`config.mk`:
```
export PLATFORM = sky130hd
export DESIGN_NAME = group_serial_adder
export DESIGN_NICKNAME = d
export VERILOG_FILES = /design/src/rtl/group_serial_adder.sv
export SDC_FILE = /design/constraint.sdc
export NUM_CORES = 1
export LEC_CHECK = 0
export BUFFER_PORTS_ARGS = -buffer_cell sky130_fd_sc_hd__buf_2
export CAP_MARGIN = 15
export CORE_MARGIN = 10
export CORE_UTILIZATION = 43
export DETAILED_ROUTE_END_ITERATION = 12
export REMOVE_ABC_BUFFERS = 1
export SYNTH_ARGS = -nofsm -noshare
export SYNTH_HDL_FRONTEND = slang
export SYNTH_SLANG_ARGS = --single-unit
```
`constraint.sdc`:
```
create_clock -name clk -period 2.2 [get_ports clk]
set_input_delay 0.44 -clock clk [delete_from_list [all_inputs] [get_ports clk]]
set_output_delay 0.44 -clock clk [all_outputs]
set_load 0.05 [all_outputs]
```
`src/rtl/group_serial_adder.sv`:
```
// group_serial_adder: multi-cycle adder/subtractor that processes GROUP bits
// per clock, LSB slice first, rippling the carry through a register between
// slices. A WIDTH-bit result is ready after WIDTH/GROUP RUN cycles and is
// announced by a one-cycle done pulse.
module group_serial_adder #(
  parameter int WIDTH = 16,
  parameter int GROUP = 4
) (
  input  logic             clk,
  input  logic             rst,
  input  logic             start,
  input  logic [WIDTH-1:0] x,
  input  logic [WIDTH-1:0] y,
  input  logic             c0,
  input  logic             sub,
  output logic             busy,
  output logic             done,
  output logic [WIDTH-1:0] s,
  output logic             cout,
  output logic             ovf
);

  localparam int N     = WIDTH / GROUP;
  localparam int IDX_W = (N > 1) ? $clog2(N) : 1;
  localparam logic [IDX_W-1:0] LAST = IDX_W'(N - 1);

  localparam logic [1:0] IDLE = 2'd0;
  localparam logic [1:0] RUN  = 2'd1;
  localparam logic [1:0] DONE = 2'd2;

  logic [1:0]       state;
  // a_reg doubles as the result accumulator: operand bits shift out at the
  // bottom while finished sum slices shift in at the top.
  logic [WIDTH-1:0] a_reg;
  logic [WIDTH-1:0] b_reg;
  logic             carry;
  logic [IDX_W-1:0] idx;

  logic [GROUP:0]   slice;
  logic [WIDTH-1:0] a_next;
  logic             msb_cin;

  // Add the current low slice of both operands plus the registered carry.
  always_comb begin
    slice = {1'b0, a_reg[GROUP-1:0]} + {1'b0, b_reg[GROUP-1:0]}
          + {{GROUP{1'b0}}, carry};
  end

  // On the final slice the top operand bits sit in the low group, so the
  // carry into the MSB is recovered from the MSB sum bit.
  always_comb begin
    msb_cin = a_reg[GROUP-1] ^ b_reg[GROUP-1] ^ slice[GROUP-1];
  end

  generate
    if (GROUP == WIDTH) begin : g_single
      // Whole word in one slice: the accumulator is just the slice sum.
      always_comb a_next = slice[GROUP-1:0];
    end else begin : g_multi
      // Shift the new sum slice in at the top, drop the consumed operand bits.
      always_comb a_next = {slice[GROUP-1:0], a_reg[WIDTH-1:GROUP]};
    end
  endgenerate

  // Status flags decode straight from the state register, so an asynchronous
  // reset clears them in the same instant it clears the state.
  assign busy = (state == RUN);
  assign done = (state == DONE);

  // Control FSM, operand/carry datapath and registered result.
  // NOTE: every register here uses <= so all updates see pre-edge values.
  always_ff @(posedge clk or posedge rst) begin
    if (rst) begin
      state <= IDLE;
      a_reg <= '0;
      b_reg <= '0;
      carry <= 1'b0;
      idx   <= '0;
      s     <= '0;
      cout  <= 1'b0;
      ovf   <= 1'b0;
    end else begin
      case (state)
        IDLE: begin
          if (start) begin
            a_reg <= x;
            b_reg <= sub ? ~y : y;
            carry <= sub ? 1'b1 : c0;
            idx   <= '0;
            state <= RUN;
          end
        end
        RUN: begin
          a_reg <= a_next;
          b_reg <= b_reg >> GROUP;
          carry <= slice[GROUP];
          idx   <= idx + IDX_W'(1);
          if (idx == LAST) begin
            s     <= a_next;
            cout  <= slice[GROUP];
            ovf   <= msb_cin ^ slice[GROUP];
            state <= DONE;
          end
        end
        DONE:    state <= IDLE;
        default: state <= IDLE;
      endcase
    end
  end

endmodule

```
==> impl_metrics.toml, run 1 <==
[place]
placement.cell_area_sq_um = 3210
hpwl_mm = 4.70
dpl_worst_slack_ns = 0.138
io_buffer_count = 56
finalWeightedCongestion = 0.812

[clocking]
cts.hold.buffers_added = 0
cts_tree = "built"
cts.path.max_buffers = 2
clk_pin_slew_ns = 0.10
cts_root_buf = "clkbuf_8"
cts_setup_buffers = 0
cts_made_buffers = 5
clock-sinks = 55
htreeDepth = 2
worstSkewPairLatency_ns = 0.31
cts-resized-gates = 0

[grt]
grt_pass1_vias = 2191
overflow = 0
grt_pass1_wl_mm = 10.9
grt_util_all_layers_pct = 12.8
antenna_found_initial = 0
grt_max_degree = 37

[synth]
yosysWarnings = 0
syn_area_per_cell_sq_um = 10.6
syn_inst = 271
synth_area_leader_cell = "dfrtp_1"
syn-cell-area_sq_um = 2880
ys_ff_latch = 55
yosys-top-cells-count = "55 x dfrtp_1, 35 x a21oi_1, 34 x o21ai_0, 30 x nor2b_1, 25 x a22oi_1"
synth_area_leaders = "dfrtp_1 48%, mux2_4 6.8%, a22oi_1 6.5%, nor2b_1 6.5%, a21oi_1 6.1%"
ys_types = 30
synth.most_common_cell = "dfrtp_1"
async_flop_share_pct = 100
synth_flop_cell = "dfrtp_1"
seq_area_frac_synth_pct = 47.8
synth_edf_count = 0
synth_top_area_share_pct = 47.8

[sta]
rsz0062_at_grt = "no"
setup_viol = 0
fin_skew_ns = 0.00986
hold_viol_final = 0
fin_crit_ns = 2.05
finalMaxSlewViolations = 0
setup_ws_ns = 0.145
period_share_pct = 93.4
maxSlewHeadroom_pct = 53.0
worst_slew_pin_slew_ns = 0.702
clock.fmax_ghz = 0.487

[cells_and_area]
final_cell_area_sq_um = 3310
layout-drive-gt1-share_pct = 29.2
diodes = 0
fin_nets = 367
area_growth_pct = 15.1

[floorplanning]
die-area_sq_um = 10400
rows = 29
start_util_pct = 44.8
pin_count = 57
die_w_um = 102
die_y_um = 102
core-area_sq_um = 6420

[worst_setup_path]
end_kind = "primary output"
cp.required_ns = 1.76
r2r_slack_ns = 0.19
worstRegToRegCells = 6
crit_type = "reg -> out"
arrival_ns = 1.61
critPathLaunchType = "register"
crit_fanout = 10

[routing]
firstDrtPassIters = 5
vias = 2154
drtAntennaViolNets = 0
drc = 0
vias_per_cell = 5.36
wirelength_mm = 6.66
dr.first_iter.drc_count = 50
wl_per_cell_um = 16.6

[flow_run]
cap_violations = 0

[power_and_ir_drop]
p_leak_nw = 1.60
power_density_nw_per_um2 = 1500
peakVddDrop_mv = 0.557

[min_path]
hp-class = "in -> async"

[outcome]
outcome = "completed"
==> final timing paths <==
check,from,to
setup / recovery,state[1],busy
setup reg to reg,a_reg[0],ovf
min in group clk,x[7],a_reg[7]
hold / removal,rst,s[0]
hold reg to reg,s[15],s[15]
max in group asynchronous,rst,b_reg[2]
==> per-stage QoR <==
step                power [W]  hold slack (ns)  setup TNS, ns  instances  utilization, %
floorplan             0.00370            0.467          -5.14        249               -
global placement      0.00440            0.465              0        393            50.0
detailed placement    0.00446            0.483              0        393            50.0
CTS                   0.00501            0.162              0        401            51.3
global route          0.00535            0.190              0        402            51.6
finish                0.00497            0.149              0        402            51.6
==> per-layer routing <==
layer / wire [um] / GRT usage [%] / vias to the layer above
li1: - / - / 1058
met1: 3240 / 17.4 / 1030
met2: 2950 / 20.0 / 62
met3: 426 / 3.44 / 4
met4: 44 / 3.15 / 0
met5: 0 / 0 / -
==> cells by family (layout without fill, tap and decap cells) <==
group / count (synthesis) / in the layout / synth area share, %
xor gates and xnor gates: 19 / 19 / 5.78
buffers and inverters: 26 / 80 / 4.91
AOI/OAI and AO/OA: 102 / 102 / 20.6
DFF: 55 / 55 / 47.8
muxes: 17 / 17 / 8.30
adders and majority gates: 6 / 6 / 3.13
and+or+nand+nor: 46 / 46 / 9.47
==> area by class of cell <==
cell class	count	area, sq um
Multi-Input combinational cell	190	1370
Clock inverter	1	5.00
Inverter	4	15.0
Timing Repair Buffer	68	378
Tap cell	77	96.3
Fill cell	589	3110
Clock buffer	7	76.3
Sequential cell	55	1380
==> report_power, final <==
group,total (W),internal [W],switching [W]
Clock,0.000542,0.000225,0.000318
Combinational,0.00256,0.00104,0.00152
Sequential,0.00187,0.00148,0.000392
Total,0.00497,0.00274,0.00223
==> placed cells by master (no fill, tap or decap), drive strengths merged, types with 2 or more instances in the layout <==
cell    synthesis  layout
buf            11      68
dfrtp          55      55
a21oi          35      35
o21ai          35      35
nor2b          31      31
a22oi          25      25
xor2           18      18
mux2           16      16
nand2          10      10
clkbuf         11       7
ha              4       4
inv             4       4
and3b           2       2
nor2            2       2
a21o            2       2
o22ai           2       2
fa              2       2
==> worst max-delay path, cell delays in order (launching register included) <==
cell and delay (ns):
dfrtp_1 0.52, buf_4 0.24, nor2b_4 0.23, buf_2 0.32
(Power assumes the default switching activity.)
==> run 2, diff against run 1 <==
--- a/config.mk
+++ b/config.mk
@@ -11,6 +11,7 @@
 export CORE_UTILIZATION = 43
 export DETAILED_ROUTE_END_ITERATION = 12
 export REMOVE_ABC_BUFFERS = 1
+export SETUP_SLACK_MARGIN = 0.5
 export SYNTH_ARGS = -nofsm -noshare
 export SYNTH_HDL_FRONTEND = slang
 export SYNTH_SLANG_ARGS = --single-unit
==> impl_metrics.toml, run 2 (synthesis results as in run 1) <==
[routing]
drc = 0
firstDrtPassIters = 4
vias = 2260
wirelength_mm = 7.26
wl_per_cell_um = 17.1
drtAntennaViolNets = 0
dr.first_iter.drc_count = 71
vias_per_cell = 5.33

[clocking]
cts_root_buf = "clkbuf_8"
clock-sinks = 55
clk_pin_slew_ns = 0.10
worstSkewPairLatency_ns = 0.31
cts.path.max_buffers = 2
cts.hold.buffers_added = 0
cts_made_buffers = 5
cts_tree = "built"
htreeDepth = 2

[worst_setup_path]
worstReg2RegStart = "a_reg[0]"
end_kind = "register"
cp-startpoint = "a_reg[0]"
worstRegToRegCells = 6
crit_fanout = 2
critPathLaunchType = "register"
cp.required_ns = 2.38
arrival_ns = 2.07
crit_type = "reg -> reg"

[power_and_ir_drop]
finalPower_w = 0.00538
power_density_nw_per_um2 = 1520
peakVddDrop_mv = 0.581
p_leak_nw = 1.72

[cells_and_area]
fin_nets = 389
mostFrequentLayoutCells = "54 x buf_2, 53 x dfrtp_1, 34 x o21ai_0, 32 x a21oi_1"
area_growth_pct = 23.1
layout-drive-gt1-share_pct = 35.7
diodes = 0
layout_commonest_cell = "buf_2"
fillers = 582
final_cell_area_sq_um = 3540

[sta]
setup_viol = 0
fin_crit_ns = 1.89
rsz0062_at_grt = "yes"
maxSlewHeadroom_pct = 50.6
fin_skew_ns = 0.0108
clock.fmax_ghz = 0.528
period_share_pct = 86.1
finalMaxSlewViolations = 0
worst_slew_pin_slew_ns = 0.738
hold_viol_final = 0

[grt]
antenna_found_initial = 0
grtUsageMet2_pct = 20.5
grt_max_degree = 37
grt_util_all_layers_pct = 13.2
overflow = 0
grt_pass1_vias = 2232
top_usage_layer = "met2"
grt_pass1_wl_mm = 11.2
use_met1_pct = 18.0
met3_usage_pct = 3.44

[flow_run]
cap_violations = 0

[floorplanning]
start_util_pct = 44.8
die_w_um = 102
die_y_um = 102
pin_count = 57
core-area_sq_um = 6420
die-area_sq_um = 10400
rows = 29

[outcome]
outcome = "completed"

[place]
placement.cell_area_sq_um = 3210
io_buffer_count = 56
hpwl_mm = 4.70
finalWeightedCongestion = 0.812

[min_path]
hp-class = "in -> async"
-- run 2: through the flow --
| stage | hold WS, ns | utilization, % | worst slack, ns | std cells | setup TNS, ns |
|---|---|---|---|---|---|
| after global placement | 0.465 | 50.0 | 0.177 | 393 | 0 |
| after floorplan | 0.467 | - | -0.312 | 249 | -5.14 |
| after detailed placement | 0.483 | 50.0 | 0.138 | 393 | 0 |
| after CTS | 0.162 | 53.0 | 0.357 | 409 | 0 |
| final | 0.146 | 55.2 | 0.307 | 424 | 0 |
| after global routing | 0.190 | 55.2 | 0.203 | 424 | 0 |
-- run 2: final cells by class --
class / instances / area, sq um / share of cell area (%)
multi-input cells: 191 / 1400 / 39.5
flip-flops and latches: 55 / 1380 / 38.9
repair buffers: 89 / 571 / 16.1
well taps: 77 / 96.3 / 2.72
clock buffers: 7 / 76.3 / 2.15
inverters: 4 / 15.0 / 0.424
clock inverters: 1 / 5.00 / 0.141
-- run 2: critical path, stage by stage (launching register included) --
cell and delay (ns):
dfrtp_1 0.42, fa_2 0.41, fa_2 0.36, a21o_1 0.17, a21oi_2 0.16, xnor2_1 0.14, o21ai_0 0.10
-- run 2: timing repair --
item | in CTS | in global routing
pin swaps | 2 | 2
cloned | 0 | 1
endpoints found under the setup margin | 52 | 18
buffers inserted | 8 | 14
resized for setup | 15 | 7
-- run 2: metal layers --
| layer | vias up | share of wire, % |
|---|---|---|
| met5 | - | 0 |
| met1 | 1090 | 48 |
| met3 | 4 | 5.8 |
| li1 | 1108 | - |
| met2 | 58 | 45 |
| met4 | 0 | 0.61 |
-- run 2: path summary, 6_finish.rpt --
path                            end  slack (ns)
max                             ovf        0.31
min                            s[0]        0.15
max reg2reg                     ovf        0.31
min reg2reg                   s[15]        0.51
max in group asynchronous  state[1]        1.40
min in group clk           a_reg[5]        0.41
-- run 2: power by group --
part           switching, W  internal, W  leakage [nW]
Combinational       0.00168      0.00131         0.986
Clock              0.000325     0.000225        0.0422
Sequential         0.000364      0.00148         0.692
Total               0.00237      0.00301          1.72
